[src/rtl/dm_access_ctrl_if.sv]
// Bus bundle between the M stage, the DMA port, the memory and dm_access_ctrl.
// slave = the access controller's view, master = the surrounding environment.
interface dm_access_ctrl_if;
  // M-stage request / response
  logic        m_req;
  logic        m_we;
  logic [1:0]  m_size;
  logic [31:0] m_addr;
  logic [31:0] m_wdata;
  logic        m_stall;
  logic        m_done;
  logic [31:0] m_rdata;
  logic        m_align_err;
  // DMA request / response
  logic        d_req;
  logic        d_we;
  logic [31:0] d_addr;
  logic [31:0] d_wdata;
  logic        d_done;
  logic [31:0] d_rdata;
  logic        d_timeout;
  // memory side
  logic        mem_req;
  logic [31:0] mem_addr;
  logic [3:0]  mem_byteen;
  logic [31:0] mem_wdata;
  logic [31:0] mem_rdata;
  logic        mem_ack;

  modport slave (
    input  m_req, m_we, m_size, m_addr, m_wdata,
    input  d_req, d_we, d_addr, d_wdata,
    input  mem_rdata, mem_ack,
    output m_stall, m_done, m_rdata, m_align_err,
    output d_done, d_rdata, d_timeout,
    output mem_req, mem_addr, mem_byteen, mem_wdata
  );

  modport master (
    output m_req, m_we, m_size, m_addr, m_wdata,
    output d_req, d_we, d_addr, d_wdata,
    output mem_rdata, mem_ack,
    input  m_stall, m_done, m_rdata, m_align_err,
    input  d_done, d_rdata, d_timeout,
    input  mem_req, mem_addr, mem_byteen, mem_wdata
  );
endinterface

[src/rtl/dm_access_ctrl.sv]
// Data-memory access controller: round-robin arbitration between the M stage
// and a DMA port onto a single-outstanding memory bus, with store lane
// steering, load sign extension, misalignment trapping and a BUSY timeout.
module dm_access_ctrl #(
  parameter int MAX_WAIT = 15
) (
  input logic            clk,
  input logic            reset,
  dm_access_ctrl_if.slave bus
);

  typedef enum logic [1:0] {IDLE, BUSY, RESP} state_e;

  localparam logic       OWN_M     = 1'b0;
  localparam logic       OWN_D     = 1'b1;
  localparam logic [7:0] WAIT_LAST = 8'(MAX_WAIT - 1);

  state_e      state_q;
  logic        owner_q;
  logic        last_owner_q;
  logic        we_q;
  logic [1:0]  size_q;
  logic [31:0] addr_q;
  logic [7:0]  cnt_q;
  logic        mem_req_q;
  logic [3:0]  mem_byteen_q;
  logic [31:0] mem_wdata_q;
  logic        m_done_q;
  logic        m_err_q;
  logic [31:0] m_rdata_q;
  logic        d_done_q;
  logic        d_to_q;
  logic [31:0] d_rdata_q;

  logic        grant_d;
  logic        we_d;
  logic [1:0]  size_d;
  logic [31:0] addr_d;
  logic [31:0] wdata_d;
  logic        misalign_d;
  logic [3:0]  be_d;
  logic [31:0] mwd_d;
  logic [7:0]  ld_byte;
  logic [15:0] ld_half;
  logic [31:0] ld_d;

  // Winner selection and request muxing; DMA is always a full word.
  always_comb begin
    grant_d = OWN_M;
    if (bus.m_req && bus.d_req) grant_d = ~last_owner_q;
    else if (bus.d_req)         grant_d = OWN_D;

    we_d    = grant_d ? bus.d_we    : bus.m_we;
    size_d  = grant_d ? 2'b10       : bus.m_size;
    addr_d  = grant_d ? bus.d_addr  : bus.m_addr;
    wdata_d = grant_d ? bus.d_wdata : bus.m_wdata;

    misalign_d = (grant_d == OWN_M) &&
                 (((bus.m_size == 2'b01) && bus.m_addr[0]) ||
                  (bus.m_size[1] && (bus.m_addr[1:0] != 2'b00)));

    be_d = 4'b0000;
    if (we_d) begin
      case (size_d)
        2'b00:   be_d = 4'b0001 << addr_d[1:0];
        2'b01:   be_d = addr_d[1] ? 4'b1100 : 4'b0011;
        default: be_d = 4'b1111;
      endcase
    end

    case (size_d)
      2'b00:   mwd_d = {4{wdata_d[7:0]}};
      2'b01:   mwd_d = {2{wdata_d[15:0]}};
      default: mwd_d = wdata_d;
    endcase
  end

  // Load lane extraction for M; DMA data passes through untouched.
  always_comb begin
    case (addr_q[1:0])
      2'b00:   ld_byte = bus.mem_rdata[7:0];
      2'b01:   ld_byte = bus.mem_rdata[15:8];
      2'b10:   ld_byte = bus.mem_rdata[23:16];
      default: ld_byte = bus.mem_rdata[31:24];
    endcase
    ld_half = addr_q[1] ? bus.mem_rdata[31:16] : bus.mem_rdata[15:0];
    case (size_q)
      2'b00:   ld_d = {{24{ld_byte[7]}}, ld_byte};
      2'b01:   ld_d = {{16{ld_half[15]}}, ld_half};
      default: ld_d = bus.mem_rdata;
    endcase
    if (owner_q == OWN_D) ld_d = bus.mem_rdata;
  end

  // Access FSM with all bus/response outputs registered.
  always_ff @(posedge clk) begin
    if (reset) begin
      state_q      <= IDLE;
      owner_q      <= OWN_M;
      last_owner_q <= OWN_D;
      we_q         <= 1'b0;
      size_q       <= 2'b00;
      addr_q       <= '0;
      cnt_q        <= '0;
      mem_req_q    <= 1'b0;
      mem_byteen_q <= 4'b0000;
      mem_wdata_q  <= '0;
      m_done_q     <= 1'b0;
      m_err_q      <= 1'b0;
      m_rdata_q    <= '0;
      d_done_q     <= 1'b0;
      d_to_q       <= 1'b0;
      d_rdata_q    <= '0;
    end else begin
      // done/error are single-cycle pulses raised only on entry to RESP
      m_done_q <= 1'b0;
      m_err_q  <= 1'b0;
      d_done_q <= 1'b0;
      d_to_q   <= 1'b0;
      case (state_q)
        IDLE: begin
          if (bus.m_req || bus.d_req) begin
            owner_q      <= grant_d;
            last_owner_q <= grant_d;
            we_q         <= we_d;
            size_q       <= size_d;
            addr_q       <= addr_d;
            cnt_q        <= '0;
            if (misalign_d) begin
              // trapped without touching memory
              state_q   <= RESP;
              m_done_q  <= 1'b1;
              m_err_q   <= 1'b1;
              m_rdata_q <= '0;
            end else begin
              state_q      <= BUSY;
              mem_req_q    <= 1'b1;
              mem_byteen_q <= be_d;
              mem_wdata_q  <= mwd_d;
            end
          end
        end
        BUSY: begin
          if (bus.mem_ack) begin
            state_q      <= RESP;
            mem_req_q    <= 1'b0;
            mem_byteen_q <= 4'b0000;
            if (owner_q == OWN_D) begin
              d_done_q <= 1'b1;
              if (!we_q) d_rdata_q <= ld_d;
            end else begin
              m_done_q <= 1'b1;
              if (!we_q) m_rdata_q <= ld_d;
            end
          end else if (cnt_q == WAIT_LAST) begin
            // this cycle would be the MAX_WAIT-th without ack: give up
            state_q      <= RESP;
            mem_req_q    <= 1'b0;
            mem_byteen_q <= 4'b0000;
            if (owner_q == OWN_D) begin
              d_done_q  <= 1'b1;
              d_to_q    <= 1'b1;
              d_rdata_q <= '0;
            end else begin
              m_done_q  <= 1'b1;
              m_err_q   <= 1'b1;
              m_rdata_q <= '0;
            end
          end else begin
            cnt_q <= cnt_q + 8'd1;
          end
        end
        RESP:    state_q <= IDLE;
        default: state_q <= IDLE;
      endcase
    end
  end

  assign bus.m_stall     = bus.m_req & ~m_done_q;
  assign bus.m_done      = m_done_q;
  assign bus.m_rdata     = m_rdata_q;
  assign bus.m_align_err = m_err_q;
  assign bus.d_done      = d_done_q;
  assign bus.d_rdata     = d_rdata_q;
  assign bus.d_timeout   = d_to_q;
  assign bus.mem_req     = mem_req_q;
  assign bus.mem_addr    = {addr_q[31:2], 2'b00};
  assign bus.mem_byteen  = mem_byteen_q;
  assign bus.mem_wdata   = mem_wdata_q;

endmodule

[src/flat_wrapper.sv]
// flat-port wrapper written by rule: the top's interface ports become plain ports
module dm_access_ctrl_flat 
#(
  parameter int MAX_WAIT = 15
)
  (clk, reset, bus_m_req, bus_m_we, bus_m_size, bus_m_addr, bus_m_wdata, bus_d_req, bus_d_we, bus_d_addr, bus_d_wdata, bus_mem_rdata, bus_mem_ack, bus_m_stall, bus_m_done, bus_m_rdata, bus_m_align_err, bus_d_done, bus_d_rdata, bus_d_timeout, bus_mem_req, bus_mem_addr, bus_mem_byteen, bus_mem_wdata);
  dm_access_ctrl_if bus_i ();
  input logic clk;
  input logic reset;
  input wire logic [$bits(bus_i.m_req)-1:0] bus_m_req;
  input wire logic [$bits(bus_i.m_we)-1:0] bus_m_we;
  input wire logic [$bits(bus_i.m_size)-1:0] bus_m_size;
  input wire logic [$bits(bus_i.m_addr)-1:0] bus_m_addr;
  input wire logic [$bits(bus_i.m_wdata)-1:0] bus_m_wdata;
  input wire logic [$bits(bus_i.d_req)-1:0] bus_d_req;
  input wire logic [$bits(bus_i.d_we)-1:0] bus_d_we;
  input wire logic [$bits(bus_i.d_addr)-1:0] bus_d_addr;
  input wire logic [$bits(bus_i.d_wdata)-1:0] bus_d_wdata;
  input wire logic [$bits(bus_i.mem_rdata)-1:0] bus_mem_rdata;
  input wire logic [$bits(bus_i.mem_ack)-1:0] bus_mem_ack;
  output wire logic [$bits(bus_i.m_stall)-1:0] bus_m_stall;
  output wire logic [$bits(bus_i.m_done)-1:0] bus_m_done;
  output wire logic [$bits(bus_i.m_rdata)-1:0] bus_m_rdata;
  output wire logic [$bits(bus_i.m_align_err)-1:0] bus_m_align_err;
  output wire logic [$bits(bus_i.d_done)-1:0] bus_d_done;
  output wire logic [$bits(bus_i.d_rdata)-1:0] bus_d_rdata;
  output wire logic [$bits(bus_i.d_timeout)-1:0] bus_d_timeout;
  output wire logic [$bits(bus_i.mem_req)-1:0] bus_mem_req;
  output wire logic [$bits(bus_i.mem_addr)-1:0] bus_mem_addr;
  output wire logic [$bits(bus_i.mem_byteen)-1:0] bus_mem_byteen;
  output wire logic [$bits(bus_i.mem_wdata)-1:0] bus_mem_wdata;
  assign bus_i.m_req = bus_m_req;
  assign bus_i.m_we = bus_m_we;
  assign bus_i.m_size = bus_m_size;
  assign bus_i.m_addr = bus_m_addr;
  assign bus_i.m_wdata = bus_m_wdata;
  assign bus_i.d_req = bus_d_req;
  assign bus_i.d_we = bus_d_we;
  assign bus_i.d_addr = bus_d_addr;
  assign bus_i.d_wdata = bus_d_wdata;
  assign bus_i.mem_rdata = bus_mem_rdata;
  assign bus_i.mem_ack = bus_mem_ack;
  assign bus_m_stall = bus_i.m_stall;
  assign bus_m_done = bus_i.m_done;
  assign bus_m_rdata = bus_i.m_rdata;
  assign bus_m_align_err = bus_i.m_align_err;
  assign bus_d_done = bus_i.d_done;
  assign bus_d_rdata = bus_i.d_rdata;
  assign bus_d_timeout = bus_i.d_timeout;
  assign bus_mem_req = bus_i.mem_req;
  assign bus_mem_addr = bus_i.mem_addr;
  assign bus_mem_byteen = bus_i.mem_byteen;
  assign bus_mem_wdata = bus_i.mem_wdata;
  dm_access_ctrl #(.MAX_WAIT(MAX_WAIT)) u_core (.clk(clk), .reset(reset), .bus(bus_i));
endmodule
[config.mk]
export PLATFORM = sky130hd
export DESIGN_NAME = dm_access_ctrl_flat
export DESIGN_NICKNAME = d
export VERILOG_FILES = /design/src/rtl/dm_access_ctrl_if.sv /design/src/rtl/dm_access_ctrl.sv /design/src/flat_wrapper.sv
export SDC_FILE = /design/constraint.sdc
export NUM_CORES = 1
export LEC_CHECK = 0
export BUFFER_PORTS_ARGS = -buffer_cell sky130_fd_sc_hd__clkbuf_2
export CAP_MARGIN = 20
export CORE_UTILIZATION = 48
export CTS_CLUSTER_DIAMETER = 150
export CTS_CLUSTER_SIZE = 12
export DETAILED_ROUTE_END_ITERATION = 7
export HOLD_SLACK_MARGIN = 0.03
export PLACE_DENSITY = 0.9
export SYNTH_ARGS = -nofsm -noshare
export SYNTH_HDL_FRONTEND = slang
export SYNTH_SLANG_ARGS = --single-unit
export TNS_END_PERCENT = 50
[constraint.sdc]
create_clock -name clk -period 2.3 [get_ports clk]
set_input_delay 0.46 -clock clk [delete_from_list [all_inputs] [get_ports clk]]
set_output_delay 0.46 -clock clk [all_outputs]
set_load 0.05 [all_outputs]
# Yosys cells after proc, flatten, opt, wreduce, memory -nomap -nowiden
# Cells that the tools add are included.
# word_totals
inputBits,169
elab_cells,118
out_inout_bits,138
regBits,152
# op_classes
n_shift,1
mux,56
n_reduce_logical,22
addsub,1
n_eq_ne,16
bitwise_logic,6
# ops
cell,count
2-to-1 mux 32 bit,14
one-hot mux 32 bit (2 select lines),3
2-to-1 mux 4 bit,6
2-to-1 mux 8 bit,3
one-hot mux 8 bit (3 select lines),1
2-to-1 mux 1 bit,16
2-to-1 mux 16 bit,1
one-hot mux 4 bit (2 select lines),2
one-hot mux 8 bit (2 select lines),1
AND reduction 4 bit,3
"equality test 2 x 1 -> 1 bit, second input constant",5
2-to-1 mux 2 bit,5
"inequality test 2 bit, second input constant",5
"adder 8 x 1 -> 8 bit, second input constant",1
"equality test 8 x 4 -> 1 bit, second input constant",1
zero test 2 bit,4
one-hot mux 1 bit (2 select lines),3
AND reduction 6 bit,1
nonzero test 2 bit,3
inverter 1 bit,5
logical AND 1 bit,4
"inequality test 2 x 1 -> 1 bit, second input constant",2
one-hot mux 2 bit (2 select lines),1
AND reduction 2 bit,2
other kinds (9),10

# Depth between registers and ports, before layout
# depth
word_depth,9
mapped_depth,9

# Worst setup path after synthesis
# OpenSTA, ideal clock, no wires.
# synth_path
path_type,reg-to-reg
start,register u_core.cnt_q[0]
end,"register u_core.d_rdata_q[12], in the netlist u_core.bus.d_rdata[12]"
stages_incl_launch_ff,10
setup_slack_ps,300
t_arrival_ps,1883
synth_period_minus_slack_ps,2000
path_cell_list,dfxtp_1 inv_1 ha_1 or4b_4 o31ai_2 and2b_1 buf_4 nor2_4 buf_6 a22o_1
# synth_via
elab_chain_len,3
# synth_lines
item,line,text
start: declaration,dm_access_ctrl.sv:24,logic [7:0] cnt_q;
start signal: assignment,dm_access_ctrl.sv:170,cnt_q <= cnt_q + 8'd1;
equality test 8 x 4 -> 1 bit,dm_access_ctrl.sv:155,end else if (cnt_q == WAIT_LAST) begin
nonzero test 2 bit (no source line),--,
AND reduction 4 bit (no source line),--,
end signal: assignment,dm_access_ctrl.sv:150,if (!we_q) d_rdata_q <= ld_d;
end: declaration,dm_access_ctrl.sv:33,logic [31:0] d_rdata_q;
# Every way passes these cells.
# A chain may end at the register's enable or synchronous reset.

# Final worst setup path
# layout_path
start,register u_core.cnt_q[0]
end,"register u_core.d_rdata_q[9], in the netlist u_core.bus.d_rdata[9]"
# Same word-level chain as after synthesis.

==> metrics.yaml <==
die-area_sq_um: 15000
wl_per_cell_um: 17.1
fin_util_pct: 64.8
port_buffers: 304
gp_congestion: 0.835
crit_slowest_cell: "or4b_4"
initial_utilization_pct: 49.7
startpoint_type: "flip-flop"
drv_slew: 0
r2r_start: "u_core.cnt_q[0]"
dr_total_vias: 7169
syn_to_final_growth_pct: 30.2
fmax_mhz: 476
antenna_found_initial: 0
syn_avg_cell_area_sq_um: 8.44
grt_pass1_vias: 6522
drv_cap: 0
r2r-end: "u_core.bus.d_rdata[9]"
clk_pin_slew_ns: 0.06
maxSlewHeadroom_pct: 42.8
syn_area_sq_um: 6960
hp-class: "in2reg"
synthCells: 824
synth.ff_latch_count: 152
ant_nets: 0
dpl_worst_slack_ns: 0.231
grt_first_pass_wirelength_mm: 32.3
dp.cells: 1237
hold_viol: 0
worstPathCellList: "inv_1 > ha_1 > or4b_4 > o31ai_2 > and2b_1 > nor2_4 > a22o_1"
worstPathArrival_ns: 2.40
grt_overflow: 0
synth-edff-count: 0
layout-drive-gt1-share_pct: 34.2
clock-sinks: 152
grt_usage_pct: 27.7
yosysSeqAreaShare_pct: 43.7
status: "finished, final reports clean"
cts_resized: 0
clock_latency_ns: 0.42
core_region_area_sq_um: 14000
nNetsFinal: 1247
required_ns: 2.60
worst_pin_slew_ns: 0.851
fin_crit_ns: 2.10
drcViolationCount: 0
cts_root_buf: "clkbuf_16"
holdBufCountCts: 0
num_io_pins: 307
htree_levels: 4
routed_wl_mm: 21.6
final.setup.worst_slack_ns: 0.200
crit_type: "reg2reg"
regArea_sq_um: 3040
hp-start: "bus_d_wdata[28]"
ff2ff_path_depth: 7
fillCellCount: 1178
cp_max_fo: 26
cts_tree: "built"
final_cells: 1269
cp-end-kind: "flip-flop"
cellLeakagePower_nw: 4.13
placement_rows: 43
rsz0062_at_grt: "no"
period_share_pct: 91.3
clock_path_buffers: 2
cts_buffers: 17
drt_iter0_drc: 591
min_to: "u_core.bus.mem_wdata[28]"
synth_ff_type: "dfxtp_1"
die_y_um: 122
power_density_nw_per_um2: 861
max-vdd-ir-drop_mv: 0.517
min_path_cells: 3
cp_slowest_stage_delay_ns: 0.48
r2r_slack_ns: 0.20
ys_async_sr_fraction_pct: 0
diodes: 0
yosysWarnings: 0
tns_ns: 0
fin_skew_ns: 0.00891
finalSetupViolations: 0
cts_setup_buffers: 0
synth_cell_types: 54
avgViaCountPerCell: 5.65
hpwlAfterDp_mm: 15.6
die_x_um: 122
multi_input_area_sq_um: 3440
grt_max_degree: 67
dr.pass1.iters: 5
## where the power goes
part,internal (mW),total (mW),switching (mW)
Combinational,0.638,2.17,1.54
Sequential,2.85,2.99,0.135
Clock,1.51,2.64,1.13
Total,4.99,7.80,2.80
## synthesized netlist by cell type (3+ instances only)
cell | instances | area (sq um)
a211oi_1 | 32 | 240
a21oi_1 | 51 | 255
a22o_1 | 15 | 131
a311oi_1 | 40 | 350
a31oi_1 | 3 | 18.8
buf_1 | 6 | 22.5
buf_2 | 8 | 40.0
buf_4 | 33 | 248
clkbuf_1 | 49 | 184
dfxtp_1 | 152 | 3040
inv_1 | 4 | 15.0
mux2i_1 | 31 | 310
nand2_1 | 130 | 488
nand2b_1 | 5 | 31.3
nand3_1 | 15 | 75.1
nor2_1 | 100 | 375
nor2b_1 | 20 | 125
nor3_1 | 13 | 65.1
o211ai_1 | 11 | 82.6
o21ai_0 | 15 | 75.1
o2bb2ai_1 | 43 | 377
xnor2_1 | 6 | 52.6
## cell type report
type,count,share of cell area [%]
clock buffer,20,4.82
clock inverter,12,1.30
inverter,4,0.166
multi-input combinational,572,37.9
sequential,152,33.6
tap,180,2.49
timing repair buffer,329,19.7
## through the flow
| step | total power [mW] | hold WS, ns | cell area [sq um] |
|---|---|---|---|
| 2_1_floorplan | 4.64 | 0.470 | 6960 |
| 3_3_place_gp | 5.15 | 0.442 | 8510 |
| 3_5_place_dp | 5.20 | 0.445 | 8510 |
| 4_1_cts | 7.83 | 0.252 | 9060 |
| 5_1_grt | 8.13 | 0.269 | 9060 |
| 6_report | 7.80 | 0.262 | 9060 |
## layout by cell type, fill, tap and decap left out, types with 3 or more instances in the layout
master and count:
a22o_1 15, xnor2_1 6, clkbuf_16 17, a311oi_1 40, inv_1 4, nor2b_1 20
dfxtp_1 152, buf_12 6, nand3_1 15, o21ai_0 15, inv_6 4, o2bb2ai_1 43
a211oi_1 32, o211ai_1 11, nand2b_1 5, nor3_1 12, clkbuf_1 3, a21oi_1 50
a31oi_1 3, clkinvlp_4 3, mux2i_1 31, buf_4 20, nor2_1 100, nand2_1 130
clkbuf_2 303
## sequential cells by signal (all words and copies together) (netlist names)
| register | cells |
|---|---|
| u_core.addr_q | 32 |
| u_core.bus.d_rdata | 32 |
| u_core.bus.m_rdata | 32 |
| u_core.bus.mem_wdata | 32 |
| u_core.cnt_q | 8 |
| u_core.bus.mem_byteen | 4 |
| u_core.size_q | 2 |
| u_core.state_q | 2 |
| u_core.bus.d_done | 1 |
| u_core.bus.d_timeout | 1 |
| u_core.bus.m_align_err | 1 |
| u_core.bus.m_done | 1 |
| u_core.bus.mem_req | 1 |
| u_core.last_owner_q | 1 |
| u_core.owner_q | 1 |
| u_core.we_q | 1 |
## worst max path at each step
stage | startpoint | endpoint | cells after the start | slack, ns
after floorplan | u_core.cnt_q[0] | u_core.bus.d_rdata[12] | 9 | 0.30
after global placement | u_core.cnt_q[0] | u_core.bus.d_rdata[7] | 7 | 0.32
after detailed placement | u_core.cnt_q[0] | u_core.bus.d_rdata[11] | 7 | 0.23
after CTS | u_core.cnt_q[0] | u_core.bus.d_rdata[11] | 7 | 0.22
after global routing | u_core.cnt_q[0] | u_core.bus.d_rdata[10] | 7 | 0.08
final | u_core.cnt_q[0] | u_core.bus.d_rdata[9] | 7 | 0.20
## routing by layer
layer / global-route usage, % / vias up / routed length (um)
met5: 0 / - / 0
met3: 6.78 / 34 / 1690
met2: 47.9 / 364 / 10900
li1: - / 3428 / -
met4: 11.6 / 0 / 404
met1: 32.5 / 3343 / 8620
## logic make-up (layout without fill, tap and decap cells)
group           Yosys count  after routing  share of synthesized area, %
other cells               1              2                        0.0539
fa+ha+maj                 2              2                         0.360
buf+inv                 101            365                          7.48
mux                      33             33                          4.78
compound gates          226            226                          23.9
simple gates            303            303                          18.9
xor+xnor                  6              6                         0.755
flops                   152            152                          43.7
## critical path, delay by kind of cell, from the launching register on
kind | cells | cell delay (ns)
AND/OR/NAND/NOR | 3 | 0.86
AO/OA/AOI/OAI | 2 | 0.56
flip-flops | 1 | 0.34
adder cells (fa/ha/maj) | 1 | 0.14
buffers and inverters | 1 | 0.09
(Power assumes the default switching activity.)
